===== src/rtl/spi_slave8.sv =====
`default_nettype none
// ============================================================================
// Module   : spi_slave8
// Brief    : 8-bit SPI slave for all CPOL/CPHA modes, oversampled on sys_clk,
//            with a one-deep reply holding register. Define
//            SPI_SLAVE_MISO_OE_EN to add miso_oe for a shared MISO line.
// Revision : 1.0 - initial release
// ============================================================================
module spi_slave8 #(
  parameter int         SYNC_STAGES   = 2,
  parameter logic [7:0] UNDERRUN_BYTE = 8'h00
) (
  input  logic       sys_clk,
  input  logic       rst,
  input  logic       nCS,
  input  logic       DCLK,
  input  logic       MOSI,
  output logic       MISO,
  input  logic       CPOL,
  input  logic       CPHA,
  input  logic [7:0] tx_data,
  input  logic       tx_wr,
  output logic       tx_empty,
  output logic       tx_underrun,
  output logic [7:0] rx_data,
  output logic       rx_valid,
  output logic       busy
`ifdef SPI_SLAVE_MISO_OE_EN
  ,
  output logic       miso_oe
`endif
);

  localparam logic [2:0] c_LAST_BIT = 3'd7;

  typedef enum logic [1:0] {
    S_IDLE   = 2'd0,
    S_LOAD   = 2'd1,
    S_ACTIVE = 2'd2
  } state_t;

  state_t r_state, w_state_nxt;

  logic [SYNC_STAGES-1:0] r_ncs_sync, r_dclk_sync, r_mosi_sync;
  logic                   r_ncs_hist, r_dclk_hist;
  logic [SYNC_STAGES:0]   r_settle;

  logic [7:0] r_tx_shift, r_hold, r_rx_data;
  logic [6:0] r_rx_shift;
  logic [2:0] r_bit_cnt;
  logic       r_tx_empty, r_tx_underrun, r_rx_valid, r_miso;

  logic w_ncs_s, w_dclk_s, w_mosi_s, w_ncs_fall;
  logic w_lead, w_trail, w_active, w_sample, w_shift, w_reload;

  always_ff @(posedge sys_clk) begin
    if (rst) begin
      r_ncs_sync  <= '1;
      r_dclk_sync <= {SYNC_STAGES{CPOL}};
      r_mosi_sync <= '0;
      r_ncs_hist  <= 1'b1;
      r_dclk_hist <= CPOL;
      r_settle    <= '0;
    end else begin
      r_ncs_sync  <= {r_ncs_sync[SYNC_STAGES-2:0], nCS};
      r_dclk_sync <= {r_dclk_sync[SYNC_STAGES-2:0], DCLK};
      r_mosi_sync <= {r_mosi_sync[SYNC_STAGES-2:0], MOSI};
      r_ncs_hist  <= r_ncs_sync[SYNC_STAGES-1];
      r_dclk_hist <= r_dclk_sync[SYNC_STAGES-1];
      r_settle    <= {r_settle[SYNC_STAGES-1:0], 1'b1};
    end
  end

  assign w_ncs_s  = r_ncs_sync[SYNC_STAGES-1];
  assign w_dclk_s = r_dclk_sync[SYNC_STAGES-1];
  assign w_mosi_s = r_mosi_sync[SYNC_STAGES-1];

  // Falling edges are only trusted once real pin samples have flushed the
  // reset values out of the chain, so a reset with nCS held low cannot
  // restart a transfer mid-byte.
  assign w_ncs_fall = r_settle[SYNC_STAGES] & r_ncs_hist & ~w_ncs_s;

  assign w_lead   = (r_dclk_hist == CPOL) && (w_dclk_s != CPOL);
  assign w_trail  = (r_dclk_hist != CPOL) && (w_dclk_s == CPOL);
  assign w_active = (r_state == S_ACTIVE) && !w_ncs_s;
  assign w_sample = w_active && (CPHA ? w_trail : w_lead);
  assign w_shift  = w_active && (CPHA ? w_lead : w_trail);
  assign w_reload = ((r_state == S_LOAD) && !w_ncs_s) ||
                    (w_active && w_trail &&
                     (CPHA ? (r_bit_cnt == c_LAST_BIT) : (r_bit_cnt == 3'd0)));

  always_ff @(posedge sys_clk) begin
    if (rst) begin
      r_state <= S_IDLE;
    end else begin
      r_state <= w_state_nxt;
    end
  end

  always_comb begin
    w_state_nxt = r_state;
    case (r_state)
      S_IDLE:   if (w_ncs_fall) w_state_nxt = S_LOAD;
      S_LOAD:   w_state_nxt = S_ACTIVE;
      S_ACTIVE: w_state_nxt = S_ACTIVE;
      default:  w_state_nxt = S_IDLE;
    endcase
    if (w_ncs_s) begin
      w_state_nxt = S_IDLE;
    end
  end

  always_ff @(posedge sys_clk) begin
    if (rst) begin
      r_tx_shift    <= '0;
      r_hold        <= '0;
      r_tx_empty    <= 1'b1;
      r_tx_underrun <= 1'b0;
      r_rx_shift    <= '0;
      r_rx_data     <= '0;
      r_rx_valid    <= 1'b0;
      r_bit_cnt     <= '0;
      r_miso        <= 1'b0;
    end else begin
      r_tx_underrun <= 1'b0;
      r_rx_valid    <= 1'b0;

      // A write in the reload cycle lands in holding after the old state
      // has been handed to the shifter.
      if (tx_wr) begin
        r_hold     <= tx_data;
        r_tx_empty <= 1'b0;
      end else if (w_reload) begin
        r_tx_empty <= 1'b1;
      end

      if (w_reload) begin
        r_tx_shift    <= r_tx_empty ? UNDERRUN_BYTE : r_hold;
        r_tx_underrun <= r_tx_empty;
      end else if (w_shift) begin
        r_tx_shift <= {r_tx_shift[6:0], 1'b0};
      end

      if (r_state != S_ACTIVE) begin
        r_miso <= 1'b0;
      end else if (w_shift && CPHA) begin
        r_miso <= r_tx_shift[7];
      end

      if (r_state != S_ACTIVE) begin
        r_bit_cnt <= '0;
      end else if (w_sample) begin
        r_bit_cnt <= r_bit_cnt + 3'd1;
      end

      if (w_sample) begin
        r_rx_shift <= {r_rx_shift[5:0], w_mosi_s};
        if (r_bit_cnt == c_LAST_BIT) begin
          r_rx_data  <= {r_rx_shift, w_mosi_s};
          r_rx_valid <= 1'b1;
        end
      end
    end
  end

  assign MISO        = (r_state == S_IDLE) ? 1'b0 : (CPHA ? r_miso : r_tx_shift[7]);
  assign tx_empty    = r_tx_empty;
  assign tx_underrun = r_tx_underrun;
  assign rx_data     = r_rx_data;
  assign rx_valid    = r_rx_valid;
  assign busy        = ~w_ncs_s;

`ifdef SPI_SLAVE_MISO_OE_EN
  assign miso_oe = (r_state == S_LOAD) || (r_state == S_ACTIVE);
`endif

endmodule
`default_nettype wire


===== config.mk =====
export PLATFORM = sky130hd
export DESIGN_NAME = spi_slave8
export DESIGN_NICKNAME = d
export VERILOG_FILES = /design/src/rtl/spi_slave8.sv
export SDC_FILE = /design/constraint.sdc
export NUM_CORES = 1
export LEC_CHECK = 0
export BUFFER_PORTS_ARGS = -buffer_cell sky130_fd_sc_hd__buf_2
export CAP_MARGIN = 20
export CORE_MARGIN = 10
export CORE_UTILIZATION = 35
export CTS_BUF_LIST = sky130_fd_sc_hd__clkbuf_8
export DETAILED_ROUTE_END_ITERATION = 7
export PLACE_DENSITY = 0.58
export SLEW_MARGIN = 20
export SYNTH_ARGS = -nofsm -noshare
export SYNTH_HDL_FRONTEND = slang
export SYNTH_SLANG_ARGS = --single-unit

===== constraint.sdc =====
create_clock -name sys_clk -period 2.11 [get_ports sys_clk]
set_input_delay 0.422 -clock sys_clk [delete_from_list [all_inputs] [get_ports sys_clk]]
set_output_delay 0.422 -clock sys_clk [all_outputs]
set_load 0.02 [all_outputs]

==> implementation parameters <==
Parameter                              Value

Route
  Post-DRT Antenna Nets    0
  Total length of routed wires    3740 um
  DR pass1 iterations    5
  Count of vias placed by the detailed router    1413
  DRC violation count after routing    0
  Iteration-0 DRC Markers    50
  Ratio of routed vias to standard cells    4.59
  Routed WL per cell    12.1 um

Power
  Overall power of the completed layout    1.72 mW
  Internal power    1.37 mW
  Max IR drop VDD    0.392 mV
  Fraction of power consumed by sequential logic    57.9%
  Net Switching    357 uW
  Clk pwr share    36.8%
  Switch share    20.7%
  Power density over the cells    745 nW/um2
  Cell leakage power    1.10 nW
  Part of the power in combinational logic    5.3%

Clock network
  TritonCTS Buffers    5
  Number of sinks on the clock net    51
  Hold buffer count at CTS    0
  Count of buffers added by post-CTS timing repair for setup    0
  Clk Latency, worst-skew pair    0.30 ns
  Maximum root-to-sink buffer count    2
  Clk slew on worst S/H paths    0.09 ns
  Max H-tree Level    2
  Clock Tree Root    sky130_fd_sc_hd__clkbuf_8
  TritonCTS clock tree    yes

Cells and area
  Multi-input gate area in the final layout    895 um2
  Final #Nets    258
  Post-route core utilization    42.0%
  Most used cells in the layout excluding fill and tap cells    sky130_fd_sc_hd__dfxtp_1 (51), sky130_fd_sc_hd__mux2i_1 (29), sky130_fd_sc_hd__nor2_1 (29)
  P&R area growth vs syn    15.9%
  Layout Cell Area excl Fill    2310 um2
  Antenna Diode Count    0
  Most common cell after layout, fill and taps aside    sky130_fd_sc_hd__dfxtp_1
  Fraction of final layout cells with drive strength greater than 1    17.8%
  Seq. cell area    1020 um2
  Fillers    553

Critical path
  Arr. time, crit path    2.04 ns
  Worst reg-to-reg setup slack    0.28 ns
  Critical-path cell with the highest stage delay    sky130_fd_sc_hd__a32oi_4
  Max FO, Critical Path    18
  Worst setup SP type    register
  Delay-heaviest family, CP    compound AO/OA/AOI/OAI gates
  Required arrival time at the worst endpoint    2.31 ns
  CP most frequent cell    sky130_fd_sc_hd__ha_1
  Worst setup path class    register to register
  Worst R2R Path Depth    7
  Cells traversed along the worst timing path    ha_1 -> ha_1 -> nand2_1 -> o21ai_1 -> a32oi_4 -> a21oi_1 -> a311oi_1
  Biggest cell delay along the critical path    0.54 ns
  Critical Path Sink Type    register
  Total number of cells along the worst setup path    7
  Worst path buffer plus inverter count    0

Place
  Half-perimeter wire length after detailed placement    2680 um
  Post-placement setup slack    0.140 ns
  Placed cell areas    2200 um2
  Input/output buffers    28
  Global placer's final weighted congestion    0.735

Die
  Initial core utilization    36.2%
  Core area    5510 um2
  Vert. Die Dim    95.5 um
  Floorplan row count    27
  Area of the die    9120 um2
  I/O pin count    29
  Die width    95.5 um

Timing
  Fin. Hold Viols    0
  PnR worst setup slack    0.276 ns
  Min Tclk post-route    1.83 ns
  Total Negative Setup Slacks    0 ns
  Actual transition at the worst max-transition pin    0.559 ns
  Fin Clk Skew    0.00903 ns
  Max Transition Viols Final    0
  Final critical-path share of the clock period    86.9%
  Max-slew headroom at the worst pin    62.8%
  Setup repair after global routing missed its margin    false
  Total of endpoints with negative setup slack in the final report    0
  Maximum clock frequency    545 MHz

Synth
  Number of library cell types mapped by synthesis    28
  Syn_area_per_cell    9.59 um2
  Sequential share of the synthesized area    51.2%
  Synth Warn #    0
  Post-Synthesis Cell Area    1990 um2
  Most area-hungry cell type in the Yosys netlist    sky130_fd_sc_hd__dfxtp_1
  Synth area leaders    sky130_fd_sc_hd__dfxtp_1 (51%), sky130_fd_sc_hd__mux2i_1 (15%), sky130_fd_sc_hd__nor2_1 (5.5%)
  Count of mapped cells out of synthesis    208
  Net Count, Synth    230
  Yosys top cell area share    51.2%
  Post-synthesis register bit count    51

Hold path
  Tightest Hold Check Type    primary input to register
  WHS Path Cells    2

GRT
  Number of antenna violations at the first check in global routing    0
  Via count of the first global-routing pass    1416
  Largest net degree at the start of global routing    26
  Total congestion overflow after global routing    0
  Global-route wire length before repair    6370 um
  Overall Global Routing Usage    8.76%

Outcome
  Result of the run    complete, no violations

Flow run
  Max-capacitance violation count    0
[area by class of cell]
class                   count  share of cell area, %
clock buffers               5                   2.98
well taps                  72                   3.90
repair buffers             31                   7.03
flip-flops and latches     51                   44.2
clock inverters             2                   1.46
multi-input cells         136                   38.7
inverters                  11                   1.79
[power groups by stage]
stage / Clock, mW / Combinational [mW] / Sequential (mW)
floorplan: 0 / 0.0601 / 1.02
global route: 0.699 / 0.104 / 1.00
finish: 0.634 / 0.0910 / 0.998
detailed placement: 0 / 0.0920 / 1.02
global placement: 0 / 0.0912 / 1.02
CTS: 0.660 / 0.0922 / 0.998
[worst paths after layout]
check | endpoint | from
max | r_tx_shift[2]$_SDFFE_PP0P_ | r_bit_cnt[1]$_SDFFE_PP0N_
min | r_ncs_sync[0]$_SDFF_PP1_ | nCS
max reg2reg | r_tx_shift[2]$_SDFFE_PP0P_ | r_bit_cnt[1]$_SDFFE_PP0N_
min reg2reg | r_ncs_sync[1]$_SDFF_PP1_ | r_ncs_sync[0]$_SDFF_PP1_
[cell usage after synthesis]
cell type,n
sky130_fd_sc_hd__nand2_1,25
sky130_fd_sc_hd__nor2b_1,5
sky130_fd_sc_hd__xnor2_1,2
sky130_fd_sc_hd__a21o_1,1
sky130_fd_sc_hd__nand3b_1,1
sky130_fd_sc_hd__o21ai_0,3
sky130_fd_sc_hd__nor3_1,1
sky130_fd_sc_hd__dfxtp_1,51
sky130_fd_sc_hd__nand2_2,1
sky130_fd_sc_hd__a211oi_1,1
sky130_fd_sc_hd__o21ai_1,1
sky130_fd_sc_hd__ha_1,6
sky130_fd_sc_hd__and3_1,1
sky130_fd_sc_hd__and2_1,1
sky130_fd_sc_hd__nand3_1,3
sky130_fd_sc_hd__a311oi_1,6
sky130_fd_sc_hd__a32oi_2,1
sky130_fd_sc_hd__clkbuf_1,7
sky130_fd_sc_hd__or2_2,2
sky130_fd_sc_hd__buf_4,3
sky130_fd_sc_hd__o22ai_1,2
sky130_fd_sc_hd__inv_1,10
sky130_fd_sc_hd__clkinv_1,1
sky130_fd_sc_hd__nand2b_1,5
sky130_fd_sc_hd__mux2i_1,29
sky130_fd_sc_hd__a311oi_2,1
sky130_fd_sc_hd__a21oi_1,9
sky130_fd_sc_hd__nor2_1,29
[cells by family after synthesis]
group	synth area share, %
buf+inv	4.52
flops	51.2
fa+ha+maj	3.76
compound gates	8.85
simple gates	16.2
xor+xnor	0.878
mux	14.6
[stage by stage]
step	std cells	hold slack [ns]
3_5_place_dp	301	0.417
5_1_grt	308	0.294
3_3_place_gp	301	0.404
4_1_cts	308	0.295
2_1_floorplan	208	0.389
6_report	308	0.300
[state kept, by name, indices dropped and copies added, names as in the netlist, 3 cells and up]
signal      cells
r_tx_shift      8
r_rx_shift      7
r_hold          8
r_bit_cnt       3
r_settle        3
rx_data         8
[metal layers]
| layer | part of all wire, % | GRT usage [%] | vias up |
|---|---|---|---|
| li1 | - | - | 746 |
| met1 | 47 | 9.89 | 643 |
| met2 | 47 | 14.4 | 18 |
| met3 | 4.8 | 3.46 | 6 |
| met4 | 1.4 | 3.69 | 0 |
| met5 | 0 | 0 | - |
[what timing repair did]
action                     in CTS  in global routing
setup endpoints to repair       0                  7
hold endpoints to repair        0                  0
resized for setup               0                  1
No activity file was read; power rests on OpenSTA's default activity.
